$ cat config.mk
export PLATFORM = sky130hd
export DESIGN_NAME = com_readout_slave
export DESIGN_NICKNAME = d
export VERILOG_FILES = /design/src/rtl/com_pkg.sv /design/src/rtl/com_sck_sync.sv /design/src/rtl/com_readout_slave.sv
export SDC_FILE = /design/constraint.sdc
export NUM_CORES = 1
export LEC_CHECK = 0
export ABC_AREA = 1
export BUFFER_PORTS_ARGS = -buffer_cell sky130_fd_sc_hd__buf_2
export CAP_MARGIN = 5
export CORE_MARGIN = 5
export CORE_UTILIZATION = 52
export DETAILED_ROUTE_END_ITERATION = 8
export PLACE_DENSITY = 0.76
export SETUP_SLACK_MARGIN = 0.1
export SLEW_MARGIN = 20
export SYNTH_ARGS = -nofsm -noshare
export SYNTH_HDL_FRONTEND = slang
export SYNTH_HIERARCHICAL = 1
export SYNTH_SLANG_ARGS = --single-unit
export TNS_END_PERCENT = 100
$ cat constraint.sdc
create_clock -name clk -period 1.7 [get_ports clk]
set_clock_uncertainty 0.1 [all_clocks]
set_input_delay 0.17 -clock clk [delete_from_list [all_inputs] [get_ports clk]]
set_output_delay 0.17 -clock clk [all_outputs]
set_load 0.005 [all_outputs]
$ cat src/rtl/com_pkg.sv
`timescale 1ns/1ps
// com_pkg
// Shared types and default parameters for the LVDS readout-link responder
// (com_readout_slave) and its helpers.
//   com_state_t   : top-level FSM state, also exported on the debug port
//   CMD_READ_DEF  : read command byte (six 1s, two 0s, MSB first)
//   WORDS_DEF     : bytes per block
//   IDLE_CYC_DEF  : clk cycles without an sck edge before a transfer aborts
//   CNT_W_DEF     : width of the FIFO fill-level input
package com_pkg;

  typedef enum logic [1:0] {
    IDLE = 2'd0,
    CMD  = 2'd1,
    SEND = 2'd2,
    DONE = 2'd3
  } com_state_t;

  localparam logic [7:0] CMD_READ_DEF = 8'hFC;
  localparam int         WORDS_DEF    = 1024;
  localparam int         IDLE_CYC_DEF = 256;
  localparam int         CNT_W_DEF    = 11;

endpackage

$ cat src/rtl/com_sck_sync.sv
`timescale 1ns/1ps
// com_sck_sync
// Brings the host's sck/mosi pins into the clk domain and turns sck into
// single-cycle rise/fall pulses.
//   clk_i, rst_ni  : fabric clock, asynchronous active-low reset
//   sck_i, mosi_i  : raw host pins (asynchronous to clk_i)
//   sck_rise_o     : one-cycle pulse, 3 clk after an sck rising pin edge
//   sck_fall_o     : one-cycle pulse, 3 clk after an sck falling pin edge
//   mosi_o         : mosi sampled in step with the sck pulses, so mosi_o is
//                    the value the pin had when the matching sck edge arrived
module com_sck_sync (
  input  logic clk_i,
  input  logic rst_ni,
  input  logic sck_i,
  input  logic mosi_i,
  output logic sck_rise_o,
  output logic sck_fall_o,
  output logic mosi_o
);

  logic [1:0] sck_sync_q;
  logic [1:0] mosi_sync_q;
  logic       sck_prev_q;
  logic       rise_q;
  logic       fall_q;
  logic       mosi_q;

  // Stage 1/2: metastability filter. Stage 3: registered edge pulses, which
  // gives the fixed 3-cycle pin-to-pulse latency the timing budget relies on.
  always_ff @(posedge clk_i or negedge rst_ni) begin
    if (!rst_ni) begin
      sck_sync_q  <= 2'b00;
      mosi_sync_q <= 2'b00;
      sck_prev_q  <= 1'b0;
      rise_q      <= 1'b0;
      fall_q      <= 1'b0;
      mosi_q      <= 1'b0;
    end else begin
      sck_sync_q  <= {sck_sync_q[0], sck_i};
      mosi_sync_q <= {mosi_sync_q[0], mosi_i};
      sck_prev_q  <= sck_sync_q[1];
      rise_q      <= sck_sync_q[1] & ~sck_prev_q;
      fall_q      <= ~sck_sync_q[1] & sck_prev_q;
      mosi_q      <= mosi_sync_q[1];
    end
  end

  assign sck_rise_o = rise_q;
  assign sck_fall_o = fall_q;
  assign mosi_o     = mosi_q;

endmodule

$ cat src/rtl/com_readout_slave.sv
`timescale 1ns/1ps
// com_readout_slave
// FPGA-side responder for the LVDS readout link. Raises rdy once a full block
// is buffered, accepts the host's command byte on mosi/sck, then shifts the
// block out MSB-first on miso (host samples on sck rise, data moves on fall).
// Ports:
//   clk, nreset                 : fabric clock, asynchronous active-low reset
//   sck, mosi / miso, rdy       : link pins (in / registered out)
//   fifo_data, fifo_empty,
//   fifo_count / fifo_rd        : show-ahead byte FIFO and its pop strobe
//   busy, underrun, abort,
//   blocks_sent                 : status (underrun sticky, cleared by underrun_clr)
//   dbg_state                   : current FSM state for observation
// FIFO handshake: fifo_data is valid whenever fifo_empty is 0; a cycle with
// fifo_rd=1 consumes exactly that head byte at the next clk edge. fifo_rd is
// only ever raised while fifo_empty is 0.
module com_readout_slave
  import com_pkg::*;
#(
  parameter int         WORDS    = WORDS_DEF,
  parameter logic [7:0] CMD_READ = CMD_READ_DEF,
  parameter int         IDLE_CYC = IDLE_CYC_DEF,
  parameter int         CNT_W    = CNT_W_DEF
) (
  input  logic             clk,
  input  logic             nreset,
  input  logic             sck,
  input  logic             mosi,
  output logic             miso,
  output logic             rdy,
  input  logic [7:0]       fifo_data,
  input  logic             fifo_empty,
  input  logic [CNT_W-1:0] fifo_count,
  output logic             fifo_rd,
  output logic             busy,
  output logic             underrun,
  input  logic             underrun_clr,
  output logic             abort,
  output logic [15:0]      blocks_sent,
  output com_state_t       dbg_state
);

  localparam int BC_W = $clog2(WORDS + 1);
  localparam int IC_W = $clog2(IDLE_CYC + 1);

  com_state_t      state_q, state_d;
  logic [7:0]      cmd_q, cmd_d;
  logic [2:0]      bit_cnt_q, bit_cnt_d;   // command bits in CMD, sampled bits in SEND
  logic [BC_W-1:0] byte_cnt_q, byte_cnt_d;
  logic [7:0]      shreg_q, shreg_d;
  logic [IC_W-1:0] idle_cnt_q, idle_cnt_d;
  logic            rdy_q, rdy_d;
  logic            miso_q, miso_d;
  logic            busy_q, busy_d;
  logic            underrun_q, underrun_d;
  logic            abort_q, abort_d;
  logic [15:0]     blocks_q, blocks_d;

  logic sck_rise, sck_fall, mosi_s;
  logic timed, timeout, load, underrun_set, fifo_rd_d;

  com_sck_sync u_sync (
    .clk_i      (clk),
    .rst_ni     (nreset),
    .sck_i      (sck),
    .mosi_i     (mosi),
    .sck_rise_o (sck_rise),
    .sck_fall_o (sck_fall),
    .mosi_o     (mosi_s)
  );

  always_comb begin
    state_d      = state_q;
    cmd_d        = cmd_q;
    bit_cnt_d    = bit_cnt_q;
    byte_cnt_d   = byte_cnt_q;
    shreg_d      = shreg_q;
    idle_cnt_d   = '0;
    rdy_d        = rdy_q;
    blocks_d     = blocks_q;
    abort_d      = 1'b0;
    miso_d       = 1'b0;
    load         = 1'b0;
    underrun_set = 1'b0;
    fifo_rd_d    = 1'b0;
    timeout      = 1'b0;

    // Watchdog runs only while the host is mid-transfer.
    timed = ((state_q == CMD) && (bit_cnt_q != 3'd0)) || (state_q == SEND);
    if (timed && !(sck_rise || sck_fall)) begin
      if (idle_cnt_q == IC_W'(IDLE_CYC - 1)) timeout = 1'b1;
      else                                   idle_cnt_d = idle_cnt_q + IC_W'(1);
    end

    case (state_q)
      IDLE: begin
        rdy_d     = 1'b0;
        bit_cnt_d = 3'd0;
        if (fifo_count >= CNT_W'(WORDS)) begin
          state_d = CMD;
          rdy_d   = 1'b1;
        end
      end
      CMD: begin
        if (sck_rise) begin
          cmd_d     = {cmd_q[6:0], mosi_s};
          bit_cnt_d = bit_cnt_q + 3'd1;   // wraps to 0 after the 8th bit
          if ((bit_cnt_q == 3'd7) && (cmd_d == CMD_READ)) begin
            rdy_d      = 1'b0;
            load       = 1'b1;
            byte_cnt_d = '0;
            state_d    = SEND;
          end
        end
      end
      SEND: begin
        // The fall that follows the 8th rise (of the command or of a data
        // byte) arrives after the next byte is already loaded; bit_cnt is 0
        // then, so that fall must not shift the fresh MSB away.
        if (sck_fall && (bit_cnt_q != 3'd0)) shreg_d = {shreg_q[6:0], 1'b0};
        if (sck_rise) begin
          bit_cnt_d = bit_cnt_q + 3'd1;
          if (bit_cnt_q == 3'd7) begin
            byte_cnt_d = byte_cnt_q + BC_W'(1);
            if (byte_cnt_d == BC_W'(WORDS)) state_d = DONE;
            else                            load    = 1'b1;
          end
        end
      end
      DONE: begin
        blocks_d = blocks_q + 16'd1;
        state_d  = IDLE;
      end
      default: state_d = IDLE;
    endcase

    if (load) begin
      if (fifo_empty) begin
        shreg_d      = 8'h00;
        underrun_set = 1'b1;
      end else begin
        shreg_d   = fifo_data;
        fifo_rd_d = 1'b1;
      end
    end

    // A timeout only fires in a cycle with no sck edge, so it never
    // coincides with a load; whatever was popped is simply dropped.
    if (timeout) begin
      state_d   = IDLE;
      abort_d   = 1'b1;
      rdy_d     = 1'b0;
      bit_cnt_d = 3'd0;
    end

    if (state_d == SEND) miso_d = shreg_d[7];
    busy_d     = ((state_d == CMD) && (bit_cnt_d != 3'd0)) || (state_d == SEND);
    underrun_d = underrun_set | (underrun_q & ~underrun_clr);
  end

  always_ff @(posedge clk or negedge nreset) begin
    if (!nreset) begin
      state_q    <= IDLE;
      cmd_q      <= 8'h00;
      bit_cnt_q  <= 3'd0;
      byte_cnt_q <= '0;
      shreg_q    <= 8'h00;
      idle_cnt_q <= '0;
      rdy_q      <= 1'b0;
      miso_q     <= 1'b0;
      busy_q     <= 1'b0;
      underrun_q <= 1'b0;
      abort_q    <= 1'b0;
      blocks_q   <= 16'd0;
    end else begin
      state_q    <= state_d;
      cmd_q      <= cmd_d;
      bit_cnt_q  <= bit_cnt_d;
      byte_cnt_q <= byte_cnt_d;
      shreg_q    <= shreg_d;
      idle_cnt_q <= idle_cnt_d;
      rdy_q      <= rdy_d;
      miso_q     <= miso_d;
      busy_q     <= busy_d;
      underrun_q <= underrun_d;
      abort_q    <= abort_d;
      blocks_q   <= blocks_d;
    end
  end

  assign miso        = miso_q;
  assign rdy         = rdy_q;
  assign fifo_rd     = fifo_rd_d;
  assign busy        = busy_q;
  assign underrun    = underrun_q;
  assign abort       = abort_q;
  assign blocks_sent = blocks_q;
  assign dbg_state   = state_q;

endmodule

==> metrics.cfg, run 1 <==
[synth]
synth.area.top_cells=dfrtp_1 (50%), nand2_1 (9.3%), inv_1 (5.9%)
ys.flop_type=dfrtp_1
yosysWarningCount=6
yosys_register_bits=69
netlist_instances=400
synth_most_common_cell=nand2_1
synth_common_cells=nand2_1 (86), dfrtp_1 (69), inv_1 (55)
post-synth-top-area-cell=dfrtp_1
synth_nets=438
synth_edf_count=0
avgSynthCellArea_sq_um=8.68
ys_async_sr_fraction_pct=100
syn-cell-area_sq_um=3470
ys_seq_area_share_pct=49.7
synth_top_area_share_pct=49.7
synth_cell_types=32

[cells_and_area]
syn_to_final_growth_pct=63.6
n_antenna_cell=0
nets=596
layout-drive-gt1-share_pct=51.9

[floorplan]
start_util_pct=54.1
core.rowCount=29
io_pins=49
chipHeight_um=91.7
core_area_sq_um=6420
dieArea_sq_um=8410
die_x_um=91.7

[route]
wl_mm=14.6
vias=3908
drt_iter0_drc=401
avgRoutedWirePerCell_um=22.8
ant_nets=0
drc_errors=0
vias_per_cell=6.11
drt_pre_antenna_iters=5

[sta]
fmax_mhz=410
setup_viol=47
slew_headroom_pct=67.4
worst_slew_pin_slew_ns=0.488
hold_violations=0
tns_ns=-15.31
maxSlewViolCount=0
fin_crit_sh_pct=143
period_minus_slack_ns=2.44
worst_slack_ns=-0.739
rsz0062_at_grt=true
hold_slack_ns=0.116

[clock_tree]
cts_made_buffers=9
clk_pin_slew_worst_paths_ns=0.08
worstSkewPairLatency_ns=0.37
clockBufferDepth=2
clock_sinks=69
clock-root-buffer=clkbuf_8
cts_max_level=3
cts_tree=done

[global_route]
grt_pass1_vias=3690
antenna_found_initial=0
grt_start_max_net_pins=35
globalRouteTotalUtil_pct=26.3
overflow=0
grt_pass1_wl_mm=17.4

[critical_path]
worstPathMaxFanout=2
path_class=flip-flop to flip-flop
cp.required_ns=1.89
cp-end-kind=flip-flop
start_kind=flip-flop
cp_data_arrival_time_ns=2.63

[power_and_ir_drop]
power_density_nw_per_um2=943
leakage_uw=0.00287
ir_drop_mv=0.891

[outcome]
status=finished with violations
violations=setup timing

[placement]
hpwl_mm=5.57
io_buffer_count=38
globalplace.congestion=0.872

[min_path]
hold_class=input port to flip-flop

[job]
drv_cap=0

-- cells by family after synthesis --
group	Yosys count	synth area share [%]
AOI/OAI and AO/OA	35	5.55
xor gates and xnor gates	18	4.54
DFF	69	49.7
muxes	2	0.649
and+or+nand+nor	201	27.7
buffers and inverters	62	7.10
adders and majority gates	13	4.68
-- path summary, 6_finish.rpt --
path                                        from               endpoint  slack [ns]  cells after the start
setup / recovery                    bit_cnt_q[0]                   busy       -0.74                     15
hold / removal                      fifo_data[7]             shreg_q[7]        0.12                      5
setup reg to reg                    bit_cnt_q[0]                   busy       -0.74                     15
hold reg to reg            u_sync/mosi_sync_q[0]  u_sync/mosi_sync_q[1]        0.24                      0
max in group asynchronous                 nreset          byte_cnt_q[2]        0.65                      3
min in group asynchronous                 nreset                  abort        0.18                      2
-- registers in the layout, indices dropped and copies added, names as in the netlist, 2 cells and up --
signal,cells
bit_cnt_q,3
u_sync/sck_sync_q,2
dbg_state,2
idle_cnt_q,9
u_sync/mosi_sync_q,2
blocks_sent,16
cmd_q,7
shreg_q,8
byte_cnt_q,11
-- per-layer routing --
| metal | global-route usage, % | vias to the layer above | part of all wire, % |
|---|---|---|---|
| li1 | - | 1612 | - |
| met5 | 0 | - | 0 |
| met3 | 5.89 | 131 | 6.6 |
| met2 | 50.7 | 300 | 52 |
| met4 | 11.6 | 0 | 9.5 |
| met1 | 26.8 | 1865 | 32 |
-- final cells by class --
type	instances	area [sq um]
Clock inverter	5	75.1
Tap cell	77	96.3
Sequential cell	69	1730
Multi-Input combinational cell	269	2140
Timing Repair Buffer	153	1280
Clock buffer	11	131
Fill cell	262	741
Inverter	56	225
-- report_power, final --
part           switching (uW)  internal, uW  total [uW]
Combinational            1080           869        1950
Sequential                135          1800        1940
Clock                     652           820        1470
Total                    1870          3490        5360
-- what timing repair did --
| action | 4_1_cts | 5_1_grt |
|---|---|---|
| gates cloned | 1 | 1 |
| endpoints found under the setup margin | 46 | 57 |
| pin swaps | 26 | 21 |
| endpoints found under the hold margin | 55 | 0 |
| gates resized for setup | 108 | 90 |
| hold buffers | 12 | 0 |
| setup buffers | 44 | 16 |
-- cell usage in the layout, fill, tap and decap left out, types with 8 or more instances in the layout --
cell and instances:
nor2_1 20, xor2_1 9, nor2_2 11, buf_2 38
inv_1 43, nand2_1 50, nand4_1 14, nand2_2 26
buf_4 58, nor2_4 8, dlygate4sd3_1 12, o21ai_1 8
clkbuf_8 9, nand3_1 17, nand2_4 16, nand3_2 16
dfrtp_1 65, buf_6 41
-- worst max-delay path: stages, from the launching register on --
cell,delay [ns]
dfrtp_1,0.39
buf_4,0.13
buf_6,0.08
buf_6,0.10
buf_6,0.11
inv_4,0.04
buf_4,0.12
buf_4,0.12
nand2_1,0.08
nand3_1,0.11
o21ai_1,0.35
nand2_2,0.13
nand3_1,0.12
nand2_1,0.07
nand3b_1,0.20
nand2_1,0.11
-- stage by stage --
step / util (%) / area (sq um) / setup WS, ns / cells / total power, uW
global placement: 66.9 / 4300 / -0.131 / 570 / 2990
finish: 88.5 / 5680 / -0.739 / 640 / 5360
detailed placement: 66.9 / 4300 / -0.198 / 570 / 3040
global route: 88.5 / 5680 / -0.776 / 640 / 5530
floorplan: - / 3590 / -0.114 / 400 / 2520
CTS: 81.8 / 5260 / -0.469 / 630 / 4770
No activity file was read; power rests on OpenSTA's default activity.
==> inputs of run 2 (changes only) <==
CELL_PAD_IN_SITES_DETAIL_PLACEMENT = 1   (was not set)
CELL_PAD_IN_SITES_GLOBAL_PLACEMENT = 2   (was not set)
CORE_UTILIZATION = 32   (was 52)
CTS_BUF_LIST = sky130_fd_sc_hd__clkbuf_8   (was not set)
PLACE_DENSITY = 0.82   (was 0.76)
==> run 2 against run 1 <==
Effect of this change: the flow still finishes with violations (setup timing); worst hold slack got worse by 0.11 ns; die area increased by 55%; count of clock-buffer cells in the layout down 1; sequential power barely moved; sequential share of layout area grew 0.099 points.
==> metrics.cfg, run 2 (synthesized netlist as in run 1, its figures left out) <==
[outcome]
status=finished with violations
violations=setup timing

[critical_path]
start_kind=flip-flop
cp.required_ns=1.43
path_class=flip-flop to primary output
cp_data_arrival_time_ns=1.91
worstPathMaxFanout=3
path_cells=buf_6 -> nand2_2 -> nor2_4 -> nand2_2 -> nand2_2 -> nand3_2 -> nor2_4 -> nand3_2 -> nand3_2 -> nand2_4 -> nand2_4 -> nor2_2 -> buf_2
worstReg2RegStart=byte_cnt_q[1]
cp-end-kind=primary output
crit_start=byte_cnt_q[1]
r2r_cells=14
critPathSlowestCell=dfrtp_1
critPathMaxStageDelay_ns=0.41

[route]
wl_mm=10.6
ant_nets=0
met1_length_mm=4.39
drt_pre_antenna_iters=6
drc_errors=0
wl_met2_mm=5.87
highest_layer=met4
vias_per_cell=4.69
vias=3279
met3_length_um=255
avgRoutedWirePerCell_um=15.2
drt_iter0_drc=103

[floorplan]
die_x_um=114
dieArea_sq_um=13000
io_pins=49
core.rowCount=38
core_area_sq_um=10700
start_util_pct=32.3
chipHeight_um=114

[cells_and_area]
layout-drive-gt1-share_pct=54.2
final_cell_mix=buf_4 (69), dfrtp_1 (66), nand2_1 (51)
largest_reg_flops=16
final_common_cell=buf_4
syn_to_final_growth_pct=63.0
nets=592
fin_cells=699
n_antenna_cell=0

[clock_tree]
worstSkewPairLatency_ns=0.36
clk_pin_slew_worst_paths_ns=0.07
cts_made_buffers=9
clock_sinks=69
cts_tree=done
cts_max_level=3
clockBufferDepth=2
clock-root-buffer=clkbuf_8

[placement]
io_buffer_count=38
dpl.cell_count=631
hpwl_mm=6.73
pre_cts_slack_ns=-0.330
globalplace.congestion=0.769

[min_path]
min_path_cells=3
hold_class=input port to flip-flop
hold_path.startpoint=fifo_data[5]

[sta]
worst_slack_ns=-0.481
hold_violations=0
fin_crit_sh_pct=128
fmax_mhz=458
slew_headroom_pct=67.8
period_minus_slack_ns=2.18
rsz0062_at_grt=true
worst_slew_pin_slew_ns=0.483
maxSlewViolCount=0
setup_viol=38

[power_and_ir_drop]
ir_drop_mv=0.461
power_density_nw_per_um2=888
leakage_uw=0.00275

[global_route]
overflow=0
antenna_found_initial=0
grt_start_max_net_pins=31
globalRouteTotalUtil_pct=16.3
grt_pass1_wl_mm=17.1
grt_pass1_vias=3669

[job]
drv_cap=0

==> run 2: through the flow <==
step	TNS (ns)	cell area [sq um]	util [%]	power, uW	hold slack, ns
3_5_place_dp	-6.91	4360	40.6	3060	0.0521
5_1_grt	-11.38	5660	52.7	5340	0.0109
3_3_place_gp	-5.03	4360	40.6	3010	0.0540
2_1_floorplan	-1.43	3590	-	2520	-0.226
4_1_cts	-7.24	5270	49.0	4810	0.00769
6_report	-7.33	5660	52.7	5020	0.00845
==> run 2: repair_timing <==
action	4_1_cts	5_1_grt
gates cloned	1	1
resized for setup	106	91
hold endpoints to repair	26	0
buffers inserted	36	16
pin swaps	33	34
endpoints found under the setup margin	45	59
hold buffers	10	0
==> run 2: final cells by class <==
cell class	instances	area [sq um]
multi-input combinational	269	2120
inverter	56	225
clock inverter	6	63.8
timing repair buffer	149	1200
sequential	69	1730
fill	1249	5090
clock buffer	10	138
tap	140	175
==> run 2: worst paths after layout <==
kind,endpoint,slack [ns]
setup / recovery,fifo_rd,-0.48
hold / removal,shreg_q[5],0.008
setup reg to reg,byte_cnt_q[10],-0.42
hold reg to reg,u_sync/mosi_sync_q[1],0.26
max in group asynchronous,byte_cnt_q[2],0.57
min in group asynchronous,u_sync/mosi_sync_q[0],0.23
==> run 2: worst max-delay path: cells and delay by family (launching register included) <==
kind                   cells  cell delay [ns]
and+or+nand+nor           11             0.89
buffers and inverters      2             0.25
DFF                        1             0.41
==> run 2: power by group <==
| group | total [uW] | leakage, uW | internal (uW) | switching [uW] |
|---|---|---|---|---|
| clock network | 1380 | 0.000104 | 718 | 658 |
| registers | 1950 | 0.000887 | 1800 | 144 |
| logic | 1700 | 0.00176 | 845 | 856 |
==> run 2: metal layers <==
layer | GRT usage [%] | up-vias
li1 | - | 1598
met1 | 19.4 | 1633
met2 | 29.6 | 36
met3 | 3.59 | 12
met4 | 4.20 | 0
met5 | 0 | -
